### src/rtl/rvfi_seq_pkg.sv
//------------------------------------------------------------------------------
// rvfi_seq_pkg
//   Shared types for the RVFI check sequencer: the FSM state encoding and a
//   packed record holding one single-channel RVFI retirement.
//   Field widths follow RISCV_FORMAL_XLEN / RISCV_FORMAL_ILEN, which default
//   to 32 when the formal framework has not defined them.
//   Revision: 1.0
//------------------------------------------------------------------------------
`default_nettype none

`ifndef RISCV_FORMAL_XLEN
`define RISCV_FORMAL_XLEN 32
`endif
`ifndef RISCV_FORMAL_ILEN
`define RISCV_FORMAL_ILEN 32
`endif

package rvfi_seq_pkg;

  localparam int RVFI_XLEN = `RISCV_FORMAL_XLEN;
  localparam int RVFI_ILEN = `RISCV_FORMAL_ILEN;

  typedef enum logic [1:0] {
    WAIT  = 2'd0,
    ARMED = 2'd1,
    FIRE  = 2'd2,
    DONE  = 2'd3
  } seq_state_t;

  typedef struct packed {
    logic                   valid;
    logic [63:0]            order;
    logic [RVFI_ILEN-1:0]   insn;
    logic                   trap;
    logic                   halt;
    logic                   intr;
    logic [4:0]             rs1_addr;
    logic [4:0]             rs2_addr;
    logic [RVFI_XLEN-1:0]   rs1_rdata;
    logic [RVFI_XLEN-1:0]   rs2_rdata;
    logic [4:0]             rd_addr;
    logic [RVFI_XLEN-1:0]   rd_wdata;
    logic [RVFI_XLEN-1:0]   pc_rdata;
    logic [RVFI_XLEN-1:0]   pc_wdata;
    logic [RVFI_XLEN-1:0]   mem_addr;
    logic [RVFI_XLEN/8-1:0] mem_rmask;
    logic [RVFI_XLEN/8-1:0] mem_wmask;
    logic [RVFI_XLEN-1:0]   mem_rdata;
    logic [RVFI_XLEN-1:0]   mem_wdata;
  } rvfi_rec_t;

endpackage

`default_nettype wire

### src/rtl/rvfi_order_monitor.sv
//------------------------------------------------------------------------------
// rvfi_order_monitor
//   Tracks rvfi_order continuity. Each valid retirement must carry the order
//   following the previous one (modulo 2^64, first expected order is 0); any
//   gap or repeat sets a sticky error flag one cycle later.
//   Ports:
//     clock, resetn  - clock, synchronous active-low reset
//     valid, order   - RVFI valid / order of the observed channel
//     order_err      - sticky discontinuity flag
//   Revision: 1.0
//------------------------------------------------------------------------------
`default_nettype none

module rvfi_order_monitor (
  input  logic        clock,
  input  logic        resetn,
  input  logic        valid,
  input  logic [63:0] order,
  output logic        order_err
);

  logic [63:0] exp_order;

  always_ff @(posedge clock) begin
    if (!resetn) begin
      exp_order <= 64'd0;
      order_err <= 1'b0;
    end else if (valid) begin
      if (order != exp_order) begin
        order_err <= 1'b1;
      end
      // Natural 64-bit wrap makes 2^64-1 -> 0 a legal step.
      exp_order <= order + 64'd1;
    end
  end

endmodule

`default_nettype wire

### src/rtl/rvfi_check_sequencer.sv
//------------------------------------------------------------------------------
// rvfi_check_sequencer
//   Single-channel RVFI capture stage in front of a per-instruction checker.
//   Counts cycles after reset, captures the first retirement at or after
//   CHECK_CYCLE, holds it on out_* and pulses check for one cycle.
//   Ports:
//     clock, resetn  - clock, synchronous active-low reset
//     in_*           - live single-channel RVFI fields
//     out_*          - held copy of the selected retirement
//     check          - one-cycle pulse, out_* valid while high
//     order_err      - sticky rvfi_order discontinuity flag
//     timeout        - sticky "no retirement in window" flag
//   Configuration macro: RISCV_FORMAL_CHECK_TIMEOUT_EN enables the timeout
//   counter and the timeout port; without it ARMED waits indefinitely.
//   Revision: 1.0
//------------------------------------------------------------------------------
`default_nettype none

module rvfi_check_sequencer
  import rvfi_seq_pkg::*;
#(
  parameter int XLEN        = 32,
  parameter int ILEN        = 32,
  parameter int CHECK_CYCLE = 20,
  parameter int TIMEOUT     = 8
) (
  input  logic              clock,
  input  logic              resetn,
  input  logic              in_valid,
  input  logic [63:0]       in_order,
  input  logic [ILEN-1:0]   in_insn,
  input  logic              in_trap,
  input  logic              in_halt,
  input  logic              in_intr,
  input  logic [4:0]        in_rs1_addr,
  input  logic [4:0]        in_rs2_addr,
  input  logic [XLEN-1:0]   in_rs1_rdata,
  input  logic [XLEN-1:0]   in_rs2_rdata,
  input  logic [4:0]        in_rd_addr,
  input  logic [XLEN-1:0]   in_rd_wdata,
  input  logic [XLEN-1:0]   in_pc_rdata,
  input  logic [XLEN-1:0]   in_pc_wdata,
  input  logic [XLEN-1:0]   in_mem_addr,
  input  logic [XLEN/8-1:0] in_mem_rmask,
  input  logic [XLEN/8-1:0] in_mem_wmask,
  input  logic [XLEN-1:0]   in_mem_rdata,
  input  logic [XLEN-1:0]   in_mem_wdata,
  output logic              out_valid,
  output logic [63:0]       out_order,
  output logic [ILEN-1:0]   out_insn,
  output logic              out_trap,
  output logic              out_halt,
  output logic              out_intr,
  output logic [4:0]        out_rs1_addr,
  output logic [4:0]        out_rs2_addr,
  output logic [XLEN-1:0]   out_rs1_rdata,
  output logic [XLEN-1:0]   out_rs2_rdata,
  output logic [4:0]        out_rd_addr,
  output logic [XLEN-1:0]   out_rd_wdata,
  output logic [XLEN-1:0]   out_pc_rdata,
  output logic [XLEN-1:0]   out_pc_wdata,
  output logic [XLEN-1:0]   out_mem_addr,
  output logic [XLEN/8-1:0] out_mem_rmask,
  output logic [XLEN/8-1:0] out_mem_wmask,
  output logic [XLEN-1:0]   out_mem_rdata,
  output logic [XLEN-1:0]   out_mem_wdata,
  output logic              check,
`ifdef RISCV_FORMAL_CHECK_TIMEOUT_EN
  output logic              timeout,
`endif
  output logic              order_err
);

  localparam int CYC_W = $clog2(CHECK_CYCLE + TIMEOUT + 2);
  localparam logic [CYC_W-1:0] CYC_MAX = '1;
  // Cycle on which WAIT hands over to ARMED (unused when CHECK_CYCLE == 0).
  localparam logic [CYC_W-1:0] ARM_AT  = CYC_W'((CHECK_CYCLE > 0) ? CHECK_CYCLE - 1 : 0);

  logic [CYC_W-1:0] cyc;
  seq_state_t       state;
  rvfi_rec_t        in_rec;
  rvfi_rec_t        out_rec;

  always_comb begin
    in_rec           = '0;
    in_rec.valid     = in_valid;
    in_rec.order     = in_order;
    in_rec.insn      = in_insn;
    in_rec.trap      = in_trap;
    in_rec.halt      = in_halt;
    in_rec.intr      = in_intr;
    in_rec.rs1_addr  = in_rs1_addr;
    in_rec.rs2_addr  = in_rs2_addr;
    in_rec.rs1_rdata = in_rs1_rdata;
    in_rec.rs2_rdata = in_rs2_rdata;
    in_rec.rd_addr   = in_rd_addr;
    in_rec.rd_wdata  = in_rd_wdata;
    in_rec.pc_rdata  = in_pc_rdata;
    in_rec.pc_wdata  = in_pc_wdata;
    in_rec.mem_addr  = in_mem_addr;
    in_rec.mem_rmask = in_mem_rmask;
    in_rec.mem_wmask = in_mem_wmask;
    in_rec.mem_rdata = in_mem_rdata;
    in_rec.mem_wdata = in_mem_wdata;
  end

  // Free-running cycle counter, saturating so it never re-opens the window.
  always_ff @(posedge clock) begin
    if (!resetn) begin
      cyc <= '0;
    end else if (cyc != CYC_MAX) begin
      cyc <= cyc + CYC_W'(1);
    end
  end

`ifdef RISCV_FORMAL_CHECK_TIMEOUT_EN
  localparam int TMO_W = (TIMEOUT > 0) ? $clog2(TIMEOUT + 1) : 1;
  // Last ARMED cycle that may still capture; timing out happens on its edge.
  localparam logic [TMO_W-1:0] TMO_LAST = TMO_W'((TIMEOUT > 0) ? TIMEOUT - 1 : 0);
  logic [TMO_W-1:0] tcnt;
`endif

  always_ff @(posedge clock) begin
    if (!resetn) begin
      // With no waiting period the window is open from the first cycle.
      if (CHECK_CYCLE == 0) begin
        state <= ARMED;
      end else begin
        state <= WAIT;
      end
      check   <= 1'b0;
      out_rec <= '0;
`ifdef RISCV_FORMAL_CHECK_TIMEOUT_EN
      tcnt    <= '0;
      timeout <= 1'b0;
`endif
    end else begin
      case (state)
        WAIT: begin
          if (cyc == ARM_AT) begin
            state <= ARMED;
          end
        end
        ARMED: begin
          if (in_valid) begin
            out_rec <= in_rec;
            check   <= 1'b1;
            state   <= FIRE;
          end
`ifdef RISCV_FORMAL_CHECK_TIMEOUT_EN
          else if (tcnt == TMO_LAST) begin
            timeout <= 1'b1;
            state   <= DONE;
          end else begin
            tcnt <= tcnt + TMO_W'(1);
          end
`endif
        end
        FIRE: begin
          check <= 1'b0;
          state <= DONE;
        end
        DONE: begin
          check <= 1'b0;
        end
        default: begin
          state <= WAIT;
        end
      endcase
    end
  end

  rvfi_order_monitor u_order_monitor (
    .clock     (clock),
    .resetn    (resetn),
    .valid     (in_valid),
    .order     (in_order),
    .order_err (order_err)
  );

  assign out_valid     = out_rec.valid;
  assign out_order     = out_rec.order;
  assign out_insn      = out_rec.insn;
  assign out_trap      = out_rec.trap;
  assign out_halt      = out_rec.halt;
  assign out_intr      = out_rec.intr;
  assign out_rs1_addr  = out_rec.rs1_addr;
  assign out_rs2_addr  = out_rec.rs2_addr;
  assign out_rs1_rdata = out_rec.rs1_rdata;
  assign out_rs2_rdata = out_rec.rs2_rdata;
  assign out_rd_addr   = out_rec.rd_addr;
  assign out_rd_wdata  = out_rec.rd_wdata;
  assign out_pc_rdata  = out_rec.pc_rdata;
  assign out_pc_wdata  = out_rec.pc_wdata;
  assign out_mem_addr  = out_rec.mem_addr;
  assign out_mem_rmask = out_rec.mem_rmask;
  assign out_mem_wmask = out_rec.mem_wmask;
  assign out_mem_rdata = out_rec.mem_rdata;
  assign out_mem_wdata = out_rec.mem_wdata;

endmodule

`default_nettype wire

### config.mk
export PLATFORM = sky130hd
export DESIGN_NAME = rvfi_check_sequencer
export DESIGN_NICKNAME = d
export VERILOG_FILES = /design/src/rtl/rvfi_seq_pkg.sv /design/src/rtl/rvfi_order_monitor.sv /design/src/rtl/rvfi_check_sequencer.sv
export SDC_FILE = /design/constraint.sdc
export NUM_CORES = 1
export LEC_CHECK = 0
export ABC_AREA = 1
export CORE_AREA = 2 2 299 301
export DETAILED_ROUTE_END_ITERATION = 10
export DIE_AREA = 0 0 301 303
export PLACE_DENSITY = 0.51
export SETUP_SLACK_MARGIN = 0.3
export SKIP_CTS_REPAIR_TIMING = 1
export SYNTH_ARGS = -nofsm -noshare
export SYNTH_HDL_FRONTEND = slang
export SYNTH_SLANG_ARGS = --single-unit
### constraint.sdc
create_clock -name clock -period 1.45 [get_ports clock]
set_clock_uncertainty 0.05 [all_clocks]
set_input_delay 0.2175 -clock clock [delete_from_list [all_inputs] [get_ports clock]]
set_output_delay 0.2175 -clock clock [all_outputs]
set_load 0.02 [all_outputs]
## Word level (Yosys, flattened, before mapping)

Cells that the tools add are included.

- Add/subtract/negate cells: 2
- Eq/ne operators: 8
- Mux-type cells: 5
- Reduce and logical (&&, ||, !) cells: 8

Operators with widths:

| cell | count |
|---|---|
| $add A64 B1 Y64 const B | 1 |
| $ne A64 B64 Y1 | 1 |
| $pmux W2 S3 | 1 |
| $reduce_and A2 Y1 | 3 |
| $add A5 B1 Y5 const B | 1 |
| $eq A5 B5 Y1 const B | 1 |
| $ne A5 B5 Y1 const B | 1 |
| $eq A2 B2 Y1 const B | 2 |
| $mux W2 | 2 |
| $ne A2 B2 Y1 const B | 2 |
| $reduce_and A3 Y1 | 1 |
| $reduce_bool A3 Y1 | 1 |
| $eq A2 B1 Y1 const B | 1 |
| $logic_not A2 Y1 | 1 |
| $pmux W1 S2 | 1 |
| $reduce_bool A2 Y1 | 1 |
| $reduce_or A2 Y1 | 1 |
| $mux W1 | 1 |

- Bits in registers: 452
- Bits of input ports: 381
- Output and inout port bits: 381

## Longest topological paths before layout

Gate-level depths: netlist (run 1).

- Depth in word-level cells: 4
- Gate-level depth with buffers: 13
- Gate-level depth less buffers: 12

## Modules after synthesis

Synthesis (run 1) repeated with hierarchy kept, for this count alone.

- Cell total of the unflattened synthesis: 2735
- Area, all modules: 19175.9 um2

Modules (own cells, without submodules):

| module | times used | cells each | area an instance (um2) | sequential area each (um2) |
|---|---|---|---|---|
| rvfi_check_sequencer | 1 | 1704 | 13518.0 | 7747.4 |
| rvfi_order_monitor | 1 | 1031 | 5657.9 | 1301.2 |

## Worst setup path after synthesis (run 1)

No wires, ideal clock.

- Kind: register to register
- From: register state[1]
- To: register out_rec (netlist bit out_order[35])
- Data arrival time: 1.407 ns
- Path slack: -0.135 ns
- Stages on the path, launching flop included: 9
- Buffers on the path: 2
- Clock period less this slack: 1.585 ns
- Cell sequence: dfxtp_1 -> inv_1 -> ha_1 -> nand2_1 -> clkinv_1 -> buf_2 -> buf_1 -> o21ai_0 -> a21oi_1

- Cells in the longest elaborated chain, start to end: 2

Ends and longest elaborated chain:

| item | RTL line | text |
|---|---|---|
| start: declaration | rvfi_check_sequencer.sv:80 | `seq_state_t state;` |
| start signal: assignment | rvfi_check_sequencer.sv:127 | `state <= ARMED;` |
| start signal: assignment | rvfi_check_sequencer.sv:129 | `state <= WAIT;` |
| start signal: assignment | rvfi_check_sequencer.sv:141 | `state <= ARMED;` |
| $eq A2 B1 Y1 | rvfi_check_sequencer.sv:138 | `case (state)` |
| $reduce_and A2 Y1 (no line) | - |  |
| end signal: assignment | rvfi_check_sequencer.sv:146 | `out_rec <= in_rec;` |
| end: declaration | rvfi_check_sequencer.sv:82 | `rvfi_rec_t out_rec;` |

No other way between the ends.
A chain may end at the register's enable or synchronous reset.

## Final worst setup path (run 1)

- From: register state[1]
- To: register out_rec (netlist bit out_order[46])

The elaborated chain is that of the path after synthesis.

==> out/metrics.csv, run 1 <==
metric;value;unit
Mapped Avg Cell Area;7.01;um^2
Crit Path Max Fanout;8;
worst slack, placed;-0.964;ns
Initial Util;0.214;
vias per inst;4.31;
RePlAce Congestion;0.910;
CP endpoint kind;register;
Post-DP Area;0.0306;mm^2
post-route setup TNS;-6.29;ns
DRC;0;
buffer depth of the longest clock path;3;
Iteration-0 DRC Markers;1431;
vias in the first global route;19700;
Worst path max stage delay;0.33;ns
WP data arrival;1.97;ns
worst-margin pin slew;0.475;ns
Power Total;47900;uW
crit path to;out_order[46];
YS warnings;0;
IO Port Bufs;761;
detailed-route wire length;100;mm
Worst R2R Path Depth;8;
failing checks;negative setup slack;
fill count;9139;
share of post-route cells with drive strength above 1;0.375;
post-synthesis sequential area ratio;0.481;
pwr dens;1380;mW/mm^2
routed via count;21400;
hold crit path type;in2reg;
final setup vio count;254;
Max Clk Rate;647;MHz
register bit total from synthesis;452;
fin crit period;1.54;ns
cell area after layout;0.0348;mm^2
clk root buf;clkbuf_16;
number of buffers created by CTS;56;
Synth Instances;2683;
max-cap viol count;0;
synthesized area;0.0188;mm^2
core area;0.0880;mm^2
status;finished with violations;
most frequent cells in the layout;nor2_1 (721), buf_6 (360), dfxtp_2 (345), clkdlybuf4s50_1 (318), buf_4 (311);
First-pass DRT Iterations;5;
Pleak;0.0152;uW
aggregate global-route resource usage;0.199;
Unique masters post-synth;31;
Synth Net Count;3071;
WHS Path Cells;4;
Clock transition at path regs;0.06;ns
Worst Path Required;1.88;ns
Routed wire per std cell;20.2;um
RSZ-0062 raised after global routing;true;
Sequential cell area;0.00948;mm^2
Critical R2R Launch;state[1];
largest net degree at the start of global routing;72;
Die H;303;um
H-tree depth;2;
CP Launch Point;state[1];
FP Rows;109;
Setup CP Type;reg2reg;
Final Hold Fails;0;
final worst slack;-0.0947;ns
Die Wd;301;um
crit-path cells;inv_2, ha_4, nand2_8, buf_16, clkinv_16, clkbuf_16, o21ai_2, a21oi_2;
CP startpoint kind;register;
Multi-input gate area;0.00900;mm^2
antenna-violating nets left;0;
RR Endpoint;out_order[46];
first-pass GRT wire length;135;mm
area delta synth->final;84.8;%
most common cell after layout, fill and taps aside;nor2_1;
Max rail drop VDD;0.967;mV
Final #Nets;4129;
Post-DP HPWL;75.8;mm
initial antenna violation count;15;
later-pin clock latency in the skew report;0.59;ns
num ports;762;
CTS tree;built;
DIE AREA;0.0912;mm^2
r2r setup slk;-0.09;ns
# clock sinks;452;
total global routing overflow;0;
Max-slew headroom;0.683;
Hold Worst Slack;0.0141;ns
final cycle utilization of the critical path;1.07;
Max Slew Vio Count;0;
slowest library cell on the worst path;dfxtp_2;
power by group:
group	leakage [uW]	internal, uW	switching, uW
Sequential	0.00385	15100	1710
Combinational	0.0105	8240	8700
Clock	0.000884	8110	6010
Total	0.0152	31500	16400
per-stage QoR:
step | utilization | cells
global route | 0.395 | 4949
finish | 0.395 | 4954
floorplan | - | 2683
global placement | 0.348 | 4782
detailed placement | 0.348 | 4782
CTS | 0.369 | 4879
cell usage after synthesis:
library cell	count	area share
clkbuf_2	3	0.00080
inv_1	220	0.044
o21ai_1	4	0.0011
buf_2	24	0.0064
and2_1	3	0.0010
nand3_2	2	0.0011
xor2_1	49	0.023
nor3_1	27	0.0072
nand3_1	59	0.016
nand3_4	2	0.0019
o211ai_1	3	0.0012
nand2_2	3	0.0010
nor4_1	1	0.00033
ha_1	7	0.0047
dfxtp_1	452	0.48
clkinv_1	2	0.00040
nand4_1	36	0.012
inv_2	1	0.00020
nor2_1	777	0.16
nor2_4	4	0.0024
nor3_4	1	0.00087
buf_1	7	0.0014
and2_0	1	0.00033
nand2_4	1	0.00060
a21oi_1	121	0.032
nor3_2	2	0.0011
nor2_2	9	0.0030
and3_1	1	0.00033
nand2_1	314	0.063
o21ai_0	424	0.11
clkbuf_1	123	0.025
registers in the layout, summed over array words and instances (netlist names), 32 cells and up:
name                       count
out_rs2_rdata                 32
out_pc_wdata                  32
out_insn                      32
out_mem_rdata                 32
out_rs1_rdata                 32
out_order                     64
out_pc_rdata                  32
out_rd_wdata                  32
out_mem_addr                  32
u_order_monitor.exp_order     64
out_mem_wdata                 32
metal layers:
metal,GRT usage,vias to the layer above,wire length [um]
li1,-,10700,-
met1,0.256,9898,42900
met2,0.325,665,46700
met3,0.0586,130,7840
met4,0.0539,12,2680
met5,0,-,82
worst max-delay path: cells and delay by family (launching register included):
family / cells / cell delay, ns
buf+inv: 4 / 0.57
compound gates: 2 / 0.17
simple gates: 1 / 0.09
flops: 1 / 0.33
fa+ha+maj: 1 / 0.17
how the worst min path moves through the flow:
stage	from	end
after floorplan	in_order[0]	u_order_monitor.exp_order[0]
after global placement	out_pc_wdata[19]	out_pc_wdata[19]
after global routing	resetn	out_order[7]
after CTS	resetn	out_order[14]
final	in_order[1]	u_order_monitor.exp_order[1]
after detailed placement	out_mem_rdata[17]	out_mem_rdata[17]
area by class of cell:
class	count	share of cell area
repair buffers	1153	0.347
repair inverters	4	0.00130
clock inverters	16	0.00594
well taps	1165	0.0419
clock buffers	81	0.0465
flip-flops and latches	452	0.273
multi-input cells	1851	0.259
inverters	223	0.0248
diodes	9	0.000648
cells by family after synthesis:
kind of cell | synth area share
xor+xnor | 0.0228
buf+inv | 0.0776
flops | 0.481
fa+ha+maj | 0.00466
compound gates | 0.147
simple gates | 0.266
Note: power is estimated with default switching activity, not from simulation.
==> run 2, diff against run 1 <==
--- a/config.mk
+++ b/config.mk
@@ -6,10 +6,10 @@
 export NUM_CORES = 1
 export LEC_CHECK = 0
 export ABC_AREA = 1
-export CORE_AREA = 2 2 299 301
+export CORE_AREA = 2 2 298 300
 export DETAILED_ROUTE_END_ITERATION = 10
-export DIE_AREA = 0 0 301 303
-export PLACE_DENSITY = 0.51
+export DIE_AREA = 0 0 300 302
+export PLACE_DENSITY = 0.5
 export SETUP_SLACK_MARGIN = 0.3
 export SKIP_CTS_REPAIR_TIMING = 1
 export SYNTH_ARGS = -nofsm -noshare
==> constraint.sdc (replaced) <==
create_clock -name clock -period 1.5 [get_ports clock]
set_clock_uncertainty 0.05 [all_clocks]
set_input_delay 0.225 -clock clock [delete_from_list [all_inputs] [get_ports clock]]
set_output_delay 0.225 -clock clock [all_outputs]
set_load 0.02 [all_outputs]
==> out/metrics.csv, run 2 (synthesis results as in run 1) <==
metric;value;unit;change
antenna-violating nets left;0;;unchanged
Max Slew Vio Count;0;;unchanged
# clock sinks;452;;unchanged
most common cell after layout, fill and taps aside;nor2_1;;
Crit Path Max Fanout;28;;+20
final worst slack;-0.0771;ns;+0.0176 ns
Max rail drop VDD;0.803;mV;-17%
CP endpoint kind;register;;
CP Launch Point;state[1];;
buffer depth of the longest clock path;3;;unchanged
aggregate global-route resource usage;0.200;;+0.000775
area delta synth->final;83.3;%;
post-route setup TNS;-5.35;ns;+0.944 ns
max-cap viol count;0;;unchanged
final setup vio count;238;;-6.3%
most frequent cells in the layout;nor2_1 (679), buf_6 (354), buf_4 (344), dfxtp_2 (338), o21ai_0 (333);;
Max Clk Rate;634;MHz;-2.1%
number of buffers created by CTS;56;;unchanged
RePlAce Congestion;0.931;;+2.3%
share of post-route cells with drive strength above 1;0.370;;-0.00538
fill count;9144;;+0.055%
clk root buf;clkbuf_16;;
r2r setup slk;-0.08;ns;+0.02 ns
detailed-route wire length;97.6;mm;-2.5%
pwr dens;1330;mW/mm^2;-3.2%
later-pin clock latency in the skew report;0.61;ns;+0.02 ns
Die H;302;um;-0.33%
Initial Util;0.215;;+0.000999
vias per inst;4.29;;-0.59%
FP Rows;109;;unchanged
worst-margin pin slew;0.404;ns;-0.0704 ns
DIE AREA;0.0906;mm^2;-0.66%
Sequential cell area;0.00949;mm^2;about the same
H-tree depth;2;;unchanged
Multi-input gate area;0.00888;mm^2;-1.3%
hold crit path type;in2reg;;
Max-slew headroom;0.730;;+0.0470
num ports;762;;unchanged
initial antenna violation count;14;;-1
Clock transition at path regs;0.06;ns;about the same
vias in the first global route;19900;;+1.2%
Final #Nets;4132;;+0.073%
fin crit period;1.58;ns;+0.0324 ns
status;finished with violations;;
core area;0.0876;mm^2;-0.47%
WHS Path Cells;4;;unchanged
CTS tree;built;;
hold path endpoint;out_order[16];;
Power Total;46000;uW;-4.0%
min-delay src;in_order[16];;
RSZ-0062 raised after global routing;true;;
Pleak;0.0156;uW;+2.2%
Setup CP Type;reg2reg;;
Critical R2R Launch;state[1];;
Final Hold Fails;0;;unchanged
Post-DP Area;0.0305;mm^2;-0.31%
Die Wd;300;um;-0.33%
WP data arrival;2.00;ns;+0.03 ns
largest net degree at the start of global routing;59;;-18%
IO Port Bufs;761;;unchanged
first-pass GRT wire length;135;mm;about the same
Routed wire per std cell;19.7;um;-2.6%
Worst R2R Path Depth;9;;+1
routed via count;21300;;-0.51%
cell area after layout;0.0345;mm^2;-0.85%
Post-DP HPWL;75.8;mm;about the same
First-pass DRT Iterations;5;;unchanged
Iteration-0 DRC Markers;1398;;-2.3%
failing checks;negative setup slack;;
CP startpoint kind;register;;
final cycle utilization of the critical path;1.05;;-0.0139
DRC;0;;unchanged
Worst Path Required;1.93;ns;+0.05 ns
RR Endpoint;out_order[54];;
total global routing overflow;0;;unchanged
run 2: changes by cell type in the layout (fill, tap and decap cells not counted), sizes merged:
| cell | change |
|---|---|
| dlygate4sd3 | -13 |
| inv | -7 |
| diode | -5 |
| clkbuf | -19 |
| clkdlybuf4s50 | +2 |
| buf | +7 |
| clkinv | +6 |
| clkinvlp | +1 |
| dlymetal6s2s | +32 |
run 2: layer usage:
metal	routed length [um]	share of wire	vias to the layer above	global-route usage
met5	114	0.0012	-	0
met4	2500	0.026	18	0.0548
met3	6990	0.072	143	0.0526
met2	48000	0.49	602	0.352
met1	40000	0.41	9858	0.240
li1	-	-	10600	-
run 2: critical path, stage by stage (launching register included):
cell,delay [ns]
dfxtp_2,0.33
inv_2,0.05
ha_4,0.17
nand2_8,0.15
clkinv_16,0.08
buf_4,0.15
buf_12,0.12
buf_12,0.16
o21ai_4,0.14
a21oi_2,0.04
run 2: metrics by stage:
| stage | hold slack, ns | setup WS, ns | std cells | utilization |
|---|---|---|---|---|
| 6_report | 0.00640 | -0.0771 | 4958 | 0.394 |
| 5_1_grt | 0.00128 | -0.159 | 4955 | 0.394 |
| 4_1_cts | -0.124 | -0.530 | 4887 | 0.370 |
| 3_5_place_dp | 0.405 | -0.872 | 4784 | 0.348 |
| 3_3_place_gp | 0.399 | -0.878 | 4784 | 0.348 |
| 2_1_floorplan | 0.269 | 0.0605 | 2683 | - |
run 2: final cells by class:
class,count,area share
Clock buffer,83,0.0486
Clock inverter,20,0.00592
Timing Repair Buffer,1160,0.345
Antenna cell,4,0.000290
Tap cell,1165,0.0423
Inverter,223,0.0250
Sequential cell,452,0.275
Multi-Input combinational cell,1851,0.258
run 2: worst max path at each step:
| stage | slack, ns | end | cells past startpoint |
|---|---|---|---|
| after floorplan | 0.06 | u_order_monitor.exp_order[36] | 10 |
| after global placement | -0.88 | u_order_monitor.exp_order[35] | 10 |
| after detailed placement | -0.87 | u_order_monitor.exp_order[35] | 10 |
| after CTS | -0.53 | out_mem_rmask[2] | 1 |
| after global routing | -0.16 | out_rs2_addr[1] | 9 |
| final | -0.08 | out_order[54] | 9 |
run 2: power breakdown:
part	switching [uW]	internal (uW)	leakage [uW]	total [uW]
clock network	5760	8070	0.000918	13800
logic	8170	7690	0.0108	15900
registers	1630	14600	0.00385	16300
